### config.mk
export PLATFORM = sky130hd
export DESIGN_NAME = inv_mix_columns_stage
export DESIGN_NICKNAME = d
export VERILOG_FILES = /design/src/rtl/inv_mix_columns_stage_pkg.sv /design/src/rtl/inv_mix_columns_stage_single_column.sv /design/src/rtl/inv_mix_columns_stage.sv
export SDC_FILE = /design/constraint.sdc
export NUM_CORES = 1
export LEC_CHECK = 0
export CORE_MARGIN = 4
export CORE_UTILIZATION = 35
export DETAILED_ROUTE_END_ITERATION = 8
export DONT_BUFFER_PORTS = 1
export PLACE_DENSITY = 0.5
export RECOVER_POWER = 50
export SYNTH_ARGS = -nofsm -noshare
export SYNTH_HDL_FRONTEND = slang
export SYNTH_HIERARCHICAL = 1
export SYNTH_SLANG_ARGS = --single-unit
export TNS_END_PERCENT = 10
### constraint.sdc
create_clock -name clk -period 1.8 [get_ports clk]
set_clock_uncertainty 0.15 [all_clocks]
set_input_delay 0.36 -clock clk [delete_from_list [all_inputs] [get_ports clk]]
set_output_delay 0.36 -clock clk [all_outputs]
set_load 0.005 [all_outputs]
### src/rtl/inv_mix_columns_stage_pkg.sv
// Shared AES state types, GF(2^8) helpers and stage latency for the inverse MixColumns stage.
// The latency constant follows INV_MIX_SKID_EN.
package inv_mix_columns_stage_pkg;

    localparam int AES_ROW    = 4;
    localparam int AES_COLUMN = 4;

`ifdef INV_MIX_SKID_EN
    localparam int INV_MIX_LATENCY = 3;
`else
    localparam int INV_MIX_LATENCY = 2;
`endif

    // Column-major state: byte k = 4*col+row sits at bits [8k+7:8k]
    typedef logic [AES_ROW-1:0][7:0]      aes_column_t;
    typedef aes_column_t [AES_COLUMN-1:0] aes_matrix_t;

    typedef struct packed {
        logic [7:0] x8;
        logic [7:0] x4;
        logic [7:0] x2;
        logic [7:0] b;
    } byte_mults_t;

    typedef byte_mults_t [AES_ROW-1:0]   col_mults_t;
    typedef col_mults_t [AES_COLUMN-1:0] mults_matrix_t;

    function automatic logic [7:0] gf_xtime_f(input logic [7:0] b);
        return {b[6:0], 1'b0} ^ (b[7] ? 8'h1B : 8'h00);
    endfunction

    function automatic logic [7:0] gf_mul_f(input logic [7:0] b, input logic [7:0] k);
        logic [7:0] acc;
        logic [7:0] p;
        acc = '0;
        p   = b;
        for (int i = 0; i < 8; i++) begin
            if (k[i]) acc = acc ^ p;
            p = gf_xtime_f(p);
        end
        return acc;
    endfunction

endpackage

### src/rtl/inv_mix_columns_stage_single_column.sv
// InvMixColumns for one column, built from precomputed x1/x2/x4/x8 multiples.
// Latency: combinational.
// Backpressure: none, pure datapath.
module inv_mix_columns_stage_single_column
    import inv_mix_columns_stage_pkg::*;
(
    input  col_mults_t  col_mul,
    output aes_column_t col_dat
);

    aes_column_t m9;
    aes_column_t mb;
    aes_column_t md;
    aes_column_t me;

    for (genvar r = 0; r < AES_ROW; r++) begin : g_row
        assign m9[r] = col_mul[r].x8 ^ col_mul[r].b;
        assign mb[r] = col_mul[r].x8 ^ col_mul[r].x2 ^ col_mul[r].b;
        assign md[r] = col_mul[r].x8 ^ col_mul[r].x4 ^ col_mul[r].b;
        assign me[r] = col_mul[r].x8 ^ col_mul[r].x4 ^ col_mul[r].x2;
    end

    assign col_dat[0] = me[0] ^ mb[1] ^ md[2] ^ m9[3];
    assign col_dat[1] = m9[0] ^ me[1] ^ mb[2] ^ md[3];
    assign col_dat[2] = md[0] ^ m9[1] ^ me[2] ^ mb[3];
    assign col_dat[3] = mb[0] ^ md[1] ^ m9[2] ^ me[3];

endmodule

### src/rtl/inv_mix_columns_stage.sv
// AXI-Stream InvMixColumns stage (plain register slice when MIX_COLUMNS_EN=0).
// Latency: 2 cycles, 3 with INV_MIX_SKID_EN (2-entry skid in front, registered aes_in_tready).
// Backpressure: full valid/ready, both stages hold while aes_out_tready is low.
module inv_mix_columns_stage
    import inv_mix_columns_stage_pkg::*;
#(
    parameter bit MIX_COLUMNS_EN = 1'b1
) (
    input  logic         clk,
    input  logic         resetn,
    input  logic [127:0] aes_in_tdata,
    input  logic         aes_in_tvalid,
    input  logic         aes_in_tlast,
    output logic         aes_in_tready,
    output logic [127:0] aes_out_tdata,
    output logic         aes_out_tvalid,
    output logic         aes_out_tlast,
    input  logic         aes_out_tready
);

    logic          stage_in_vld;
    logic          stage_in_rdy;
    logic          stage_in_last;
    aes_matrix_t   stage_in_dat;

`ifdef INV_MIX_SKID_EN
    logic [128:0]  skid_mem [2];
    logic [1:0]    skid_cnt;
    logic [1:0]    skid_cnt_nxt;
    logic          skid_wr_ptr;
    logic          skid_rd_ptr;
    logic          skid_full;
    logic          skid_push;
    logic          skid_pop;

    // Ready is the registered not-full bit: no path from aes_out_tready
    assign aes_in_tready = !skid_full;
    assign skid_push     = aes_in_tvalid && !skid_full;
    assign skid_pop      = stage_in_vld && stage_in_rdy;
    assign stage_in_vld  = (skid_cnt != 2'd0);
    assign {stage_in_last, stage_in_dat} = skid_mem[skid_rd_ptr];

    always_comb begin
        skid_cnt_nxt = skid_cnt;
        if (skid_push && !skid_pop)      skid_cnt_nxt = skid_cnt + 2'd1;
        else if (!skid_push && skid_pop) skid_cnt_nxt = skid_cnt - 2'd1;
    end

    always_ff @(posedge clk) begin
        if (!resetn) begin
            for (int i = 0; i < 2; i++) skid_mem[i] <= '0;
            skid_cnt    <= '0;
            skid_wr_ptr <= 1'b0;
            skid_rd_ptr <= 1'b0;
            skid_full   <= 1'b0;
        end else begin
            if (skid_push) begin
                skid_mem[skid_wr_ptr] <= {aes_in_tlast, aes_in_tdata};
                skid_wr_ptr           <= !skid_wr_ptr;
            end
            if (skid_pop) skid_rd_ptr <= !skid_rd_ptr;
            skid_cnt  <= skid_cnt_nxt;
            skid_full <= (skid_cnt_nxt == 2'd2);
        end
    end
`else
    assign stage_in_vld  = aes_in_tvalid;
    assign stage_in_last = aes_in_tlast;
    assign stage_in_dat  = aes_in_tdata;
    assign aes_in_tready = stage_in_rdy;
`endif

    logic          s1_vld;
    logic          s1_last;
    mults_matrix_t s1_mul;
    logic          s2_vld;
    logic          s2_last;
    aes_matrix_t   s2_dat;
    mults_matrix_t in_mul;
    aes_matrix_t   mix_dat;
    logic          s1_load;
    logic          s2_load;

    assign s2_load      = !s2_vld || aes_out_tready;
    assign s1_load      = !s1_vld || s2_load;
    assign stage_in_rdy = s1_load;

    always_comb begin
        in_mul = '0;
        for (int c = 0; c < AES_COLUMN; c++) begin
            for (int r = 0; r < AES_ROW; r++) begin
                in_mul[c][r].b  = stage_in_dat[c][r];
                in_mul[c][r].x2 = gf_xtime_f(stage_in_dat[c][r]);
                in_mul[c][r].x4 = gf_xtime_f(gf_xtime_f(stage_in_dat[c][r]));
                in_mul[c][r].x8 = gf_xtime_f(gf_xtime_f(gf_xtime_f(stage_in_dat[c][r])));
            end
        end
    end

    for (genvar c = 0; c < AES_COLUMN; c++) begin : g_col
        if (MIX_COLUMNS_EN) begin : g_mix
            inv_mix_columns_stage_single_column u_col (
                .col_mul (s1_mul[c]),
                .col_dat (mix_dat[c])
            );
        end else begin : g_pass
            for (genvar r = 0; r < AES_ROW; r++) begin : g_row
                assign mix_dat[c][r] = s1_mul[c][r].b;
            end
        end
    end

    always_ff @(posedge clk) begin
        if (!resetn) begin
            s1_vld  <= 1'b0;
            s1_last <= 1'b0;
            s1_mul  <= '0;
            s2_vld  <= 1'b0;
            s2_last <= 1'b0;
            s2_dat  <= '0;
        end else begin
            if (s1_load) begin
                s1_vld <= stage_in_vld;
                if (stage_in_vld) begin
                    s1_mul  <= in_mul;
                    s1_last <= stage_in_last;
                end
            end
            if (s2_load) begin
                s2_vld <= s1_vld;
                if (s1_vld) begin
                    s2_dat  <= mix_dat;
                    s2_last <= s1_last;
                end
            end
        end
    end

    assign aes_out_tvalid = s2_vld;
    assign aes_out_tdata  = s2_dat;
    assign aes_out_tlast  = s2_last;

endmodule
==> summary.txt, run 1 <==
Synth
  – Netlist cell types: 28
  – Largest cells by area after synthesis: dfxtp_1 (33%), xnor2_1 (15%), xnor3_1 (14%), nand3_1 (6.4%), xor2_1 (5.4%)
  – Async set or reset register ratio after synthesis: 0
  – Top FF cell, synth: dfxtp_1
  – Number of synthesized flops with an enable pin: 0
  – Yosys top cell by area: dfxtp_1
  – Yosys top cell area share: 0.3307
  – Yosys reg bits: between 400 and 500
  – Mean Syn Cell Area: between 9 and 10 µm²
  – Mapped cell area: ~0.024 mm²
  – Synth warnings: 6
  – Seq/Total Area, Yosys: 0.3307
  – Instance count of the mapped netlist: 2487
  – Syn Nets: around 2.6k

CTS
  – Clock root buffer: clkbuf_16
  – H-tree depth: 2
  – Clock Tree Buf Depth: 3
  – Hold buffer count at cts: 180
  – Number of CTS-inserted buffers: 50
  – CTS clk-pin slew, worst paths: around 0.060 ns
  – Clk sinks: between 400 and 500
  – CTS tree: built
  – Worst-skew pair later-pin latency: between 0.6 and 0.7 ns

Placement
  – HPWL after DPL: ~62000 µm
  – Routability cong.: roughly 0.83
  – # port buffers: 0
  – Dpl ws: -0.2651 ns

Worst setup path
  – CP Data Required Time: ~1.3 ns
  – Crit path kind: flop to primary output
  – Reg2Reg Setup Slack: -0.14 ns
  – Crit path max fanout: 6
  – Worst setup SP type: flop
  – CP Capture Type: primary output
  – CP arrival: around 1.5 ns

Global route
  – GRT overflow: 0
  – Largest net degree at the start of global routing: 228
  – Vias in the first global route: about 21k
  – Initial antenna violation count: 15
  – GRT Overall Usage: 0.2332
  – First-pass GRT wire length: around 130000 µm

Timing
  – Final Hold Fails: 128
  – Fmax: about 0.51 GHz
  – Max Slew Vio Count: 0
  – Final setup viols: between 100 and 150
  – Final Cycle Share: 1.094
  – Setup slack after layout: -0.1690 ns
  – Slew HR: 0.2559
  – Worst Tran Pin Value: ~1.1 ns
  – Post-route minimum period: 1.969 ns
  – Unrepaired setup endpoints after global routing: true
  – Fin Hold WS: -0.2466 ns
  – Setup TNS: -5.363 ns

Floorplan
  – Die Ht: around 270 µm
  – Die W: approximately 270 µm
  – Initial core utilization: 0.3547
  – Die Footprint: approximately 0.074 mm²
  – Rows: between 90 and 100
  – I/O pin cnt: 264
  – Std-Cell Core Area: about 0.069 mm²

Finish
  – Area of the multi-input gates: 0.01671 mm²
  – Ratio of cells with drive above 1 in the final layout: 0.2517
  – Final Util: 0.4758
  – Area taken by flip-flops and latches: 0.008248 mm²
  – Area growth syn-to-layout: 34.14%
  – Final nets: around 3.0k
  – Fill cells: between 6k and 7k

Power
  – Peak VDD IR: roughly 0.77 mV
  – Pleak: between 10 and 15 nW
  – Power Dens Cells: between 1000 and 1500 mW/mm²
  – Pwr Total: 0.03383 W

Routing
  – Routed wire length per instance: around 24 µm
  – Final WL: ~91000 µm
  – DRC: 0
  – DR vias: between 20k and 25k
  – Vias/cell: between 5 and 6
  – DR pass1 iterations: 7
  – Initial DRC count: roughly 1.6k
  – Post-DRT Antenna Nets: 0

Hold path
  – Min-Delay Path Class: primary input to flop

Status
  – Status: complete, but fails checks
  – Failing checks: hold timing, setup timing

Run
  – MaxCap Viol Count: 0
[synthesized netlist by cell type, drive strengths merged (4+ instances only)]
library cell / instances
xor2: 156
xnor2: 460
nand3: 313
o21ai: 258
o311a: 42
clkbuf: 178
xor3: 16
a21oi: 260
a21o: 42
inv: 4
o211a: 54
nand2: 48
dfxtp: 404
xnor3: 152
o22ai: 48
buf: 48
[cell type report]
| type | count | area share |
|---|---|---|
| repair buffers | 517 | 0.1500 |
| well taps | 931 | 0.03551 |
| clock inverters | 17 | 0.006484 |
| diodes | 13 | 0.0009916 |
| flip-flops and latches | 404 | 0.2514 |
| multi-input cells | 1853 | 0.5092 |
| inverters | 4 | 0.001182 |
| clock buffers | 74 | 0.04516 |
[cells in the final DEF, fill, tap and decap left out, types with 2 or more instances in the layout]
cell           count
xor2_2            29
a21o_1            42
nand2_1           48
dfxtp_4           18
xnor2_4           17
a21oi_1          243
clkbuf_8          14
dlygate4sd3_1    179
buf_16             2
xor3_1            16
bufbuf_16          3
dfxtp_2           74
clkbuf_16         51
nand3_1          300
clkbuf_1          10
dfxtp_1          312
o211a_1           54
buf_12            32
o311a_1           42
o21ai_1            2
bufinv_16          4
xnor3_1          131
clkinv_2           8
buf_4            284
nand3_2           12
o22ai_1           48
xnor2_1          341
xor2_4             4
a21oi_2           17
clkinvlp_4         2
diode_2           13
buf_6             16
xnor3_2           21
xnor2_2          102
o21ai_0          256
xor2_1           123
inv_6              2
[stage by stage]
step	cell area [µm²]	cells	hold slack (ns)
floorplan	24460	2487	0.2903
global placement	27490	3502	0.3128
detailed placement	27490	3502	0.3170
CTS	31690	3788	-0.2751
global route	32790	3808	-0.2722
finish	32810	3813	-0.2466
[power by group]
| group | leakage (nW) | internal [W] | switching (W) |
|---|---|---|---|
| logic | 9.48 | 0.00719 | 0.00519 |
| clock network | 0.833 | 0.00626 | 0.00420 |
| registers | 3.37 | 0.00990 | 0.00109 |
[what timing repair did]
item,4_1_cts,5_1_grt
setup endpoints to repair,102,276
gates resized for setup,115,196
cloned,3,1
hold endpoints to repair,287,185
setup buffers,12,11
pin swaps,44,86
[routing by layer]
layer,GRT usage,vias up,wire length [µm]
li1,-,9425,-
met4,0.06807,4,2829
met1,0.3021,10180,38340
met3,0.04422,140,5599
met5,0,-,27
met2,0.3970,640,43820
[sequential cells by signal, indices dropped and copies added, names as in the netlist]
| register | count |
|---|---|
| aes_out_tdata | 128 |
| aes_out_tlast | 1 |
| aes_out_tvalid | 1 |
| s1_last | 1 |
| s1_mul | 272 |
| s1_vld | 1 |
[path summary, 6_finish.rpt]
| kind | startpoint | to | cells past startpoint |
|---|---|---|---|
| setup / recovery | s1_vld | aes_in_tready | 3 |
| hold / removal | resetn | s1_mul[339] | 1 |
| setup reg to reg | s1_vld | s1_mul[478] | 7 |
| hold reg to reg | s1_last | aes_out_tlast | 2 |
[worst max-delay path, cell delays in order (launching register included)]
cell,delay (ns)
dfxtp_4,0.37
and3b_4,0.29
inv_12,0.05
buf_16,0.14
[cell families (layout without fill, tap and decap cells)]
| kind of cell | Yosys count | in the layout | share of synthesized area |
|---|---|---|---|
| buffers and inverters | 230 | 612 | 0.03862 |
| other | 0 | 13 | 0 |
| xor gates and xnor gates | 784 | 784 | 0.3878 |
| AOI/OAI and AO/OA | 704 | 704 | 0.1705 |
| and+or+nand+nor | 365 | 365 | 0.07244 |
| DFF | 404 | 404 | 0.3307 |
Note: power is estimated with default switching activity, not from simulation.
==> run 2: changes to the inputs <==
- PLACE_DENSITY: 0.5 -> 0.48
- SLEW_MARGIN: default -> 20
- clock period: 1.8 -> 2.1 ns (I/O delays scaled with it)
==> summary.txt, run 2 (synthesis results as in run 1) <==
Timing
  – Post-route minimum period: about 2.0 ns
  – Worst Tran Pin Value: 0.4832 ns (-0.6292 ns)
  – Slew HR: 0.6779 (+0.4219)
  – Fin Hold WS: -0.1719 ns (+0.07474 ns)
  – Unrepaired setup endpoints after global routing: false
  – Final setup viols: 0 (-100%)
  – Setup TNS: 0 ns (+5.363 ns)
  – Fmax: 0.4912 GHz
  – Final Hold Fails: 71 (-45%)
  – Max Slew Vio Count: 0 (unchanged)
  – Final Cycle Share: 0.9695

Floorplan
  – Die Footprint: 0.07417 mm² (unchanged)
  – I/O pin cnt: 264 (unchanged)
  – Die W: 272.3 µm (unchanged)
  – Std-Cell Core Area: 0.06895 mm² (unchanged)
  – Die Ht: 272.3 µm (unchanged)
  – Initial core utilization: 0.3547 (unchanged)
  – Rows: 96 (unchanged)

Routing
  – Initial DRC count: 1395 (-15%)
  – DR vias: 19.64k (-3.7%)
  – DRC: 0 (unchanged)
  – Final WL: 89480 µm (-1.3%)
  – Post-DRT Antenna Nets: 0 (unchanged)
  – Routed wire length per instance: 24.81 µm (+4.4%)
  – DR pass1 iterations: 6 (-1)
  – Vias/cell: 5.444 (+1.8%)

Power
  – Sw frac: 0.3129 (+0.003030)
  – Clock power share: 0.319 (+0.010)
  – Power Dens Cells: 928.0 mW/mm² (-10%)
  – Net Sw Power: 0.008630 W (-18%)
  – Peak VDD IR: 0.5484 mV (-29%)
  – Int Pwr: 0.01895 W (-19%)
  – Comb pwr share: 0.340 (-0.026)
  – Pleak: 12.08 nW (-12%)
  – Pwr Total: 0.02758 W (-18%)
  – Reg power frac: 0.341 (+0.016)

Global route
  – Largest net degree at the start of global routing: 228 (unchanged)
  – Vias in the first global route: 19.97k (-3.3%)
  – Initial antenna violation count: 11 (-4)
  – First-pass GRT wire length: 133200 µm (-0.65%)
  – GRT Overall Usage: 0.2330 (about the same)
  – GRT overflow: 0 (unchanged)

Status
  – Failing checks: hold timing
  – Status: complete, but fails checks

Run
  – MaxCap Viol Count: 0 (unchanged)

Finish
  – Top reg by flops: s1_mul
  – Area growth syn-to-layout: 21.51%
  – Area of the multi-input gates: 0.01548 mm² (-7.3%)
  – Final nets: 2767 (-6.6%)
  – Ratio of cells with drive above 1 in the final layout: 0.1030 (-0.1486)
  – Most frequent cells in the layout: xnor2_1 (429), dfxtp_1 (390), nand3_1 (312)
  – Area taken by flip-flops and latches: 0.008108 mm² (-1.7%)
  – Max FFs per register: 272 (unchanged)
  – Most common cell after layout, fill and taps aside: xnor2_1
  – Final Util: 0.4310 (-0.04479)
  – Fill cells: 6688 (+3.0%)

Placement
  – HPWL after DPL: 60330 µm (-2.4%)
  – # port buffers: 0 (unchanged)
  – Routability cong.: 0.8508 (+2.0%)

Worst setup path
  – Crit path max fanout: 50 (+44)
  – Worst setup SP type: flop
  – Register-to-Register Path Depth: 7 (unchanged)
  – CP Cell Sequence: and3b_4 -> buf_4 -> buf_4 -> buf_4 -> nor2_4 -> buf_8 -> o22ai_1
  – Crit path kind: flop to flop
  – CP Data Required Time: 2.41 ns (+1.12 ns)
  – CP max stage cell: dfxtp_4
  – CP Capture Type: flop
  – Slowest Stage Delay on Critical Path: 0.36 ns (about the same)
  – Most frequent CP cell: buf_4
  – CP arrival: 2.35 ns (+0.89 ns)

CTS
  – Clk sinks: 404 (unchanged)
  – CTS tree: built
  – Clock Tree Buf Depth: 3 (unchanged)
  – CTS clk-pin slew, worst paths: 0.06 ns (about the same)
  – Worst-skew pair later-pin latency: 0.60 ns (about the same)
  – Number of CTS-inserted buffers: 49 (-2.0%)
  – Clock root buffer: clkbuf_16
  – H-tree depth: 2 (unchanged)

Hold path
  – Hold path cells: 1 (unchanged)
  – Min-Delay Path Class: primary input to flop
==> run 2: what timing repair did <==
| action | in CTS | in global routing |
|---|---|---|
| buffers inserted | 4 | 0 |
| cloned | 2 | 0 |
| setup endpoints to repair | 1 | 15 |
| resized for setup | 2 | 18 |
| pin swaps | 1 | 1 |
| hold buffers | 182 | 2 |
| hold endpoints to repair | 272 | 144 |
==> run 2: cell type report <==
cell class                      count  area share
Multi-Input combinational cell   1853      0.5209
Sequential cell                   404      0.2728
Timing Repair Buffer              321      0.1096
Clock buffer                       69     0.04829
Tap cell                          931     0.03920
Clock inverter                     17    0.006947
Inverter                            4    0.001305
Antenna cell                        7   0.0005894
Timing Repair inverter              1   0.0002947
==> run 2: power by group through the flow <==
stage | clock network, W | registers [W] | logic, W
6_report | 0.00880 | 0.00939 | 0.00939
5_1_grt | 0.00927 | 0.00948 | 0.0100
4_1_cts | 0.00897 | 0.00941 | 0.00934
3_5_place_dp | 0 | 0.00957 | 0.00884
3_3_place_gp | 0 | 0.00956 | 0.00883
2_1_floorplan | 0 | 0.00924 | 0.00678
==> run 2: critical path: cells and delay by family, from the launching register on <==
kind / cells / cell delay [ns]
compound gates: 1 / 0.13
simple gates: 2 / 0.35
flops: 1 / 0.36
buf+inv: 4 / 0.86
==> run 2: layer usage <==
layer,up-vias,GRT usage,part of all wire
met5,-,0,0.00040
met4,6,0.05677,0.024
met3,124,0.04105,0.057
met2,635,0.4052,0.49
met1,9835,0.3011,0.43
li1,9037,-,-
==> run 2: worst paths after layout <==
kind,slack [ns],start,to
worst max-delay path,0.06,s1_vld,s1_mul[412]
worst max register to register,0.06,s1_vld,s1_mul[412]
worst min register to register,0.33,s1_last,aes_out_tlast
worst min-delay path,-0.17,resetn,s1_mul[339]
==> run 2: through the flow <==
stage / instances / setup WS (ns) / area (µm²) / hold WS, ns
finish: 3607 / 0.06411 / 29720 / -0.1719
global route: 3603 / 0.0005558 / 29710 / -0.2057
CTS: 3598 / 0.008717 / 29620 / -0.1950
detailed placement: 3324 / 0.02965 / 26080 / 0.3229
global placement: 3324 / 0.03911 / 26080 / 0.3163
floorplan: 2487 / 0.1843 / 24460 / 0.2903
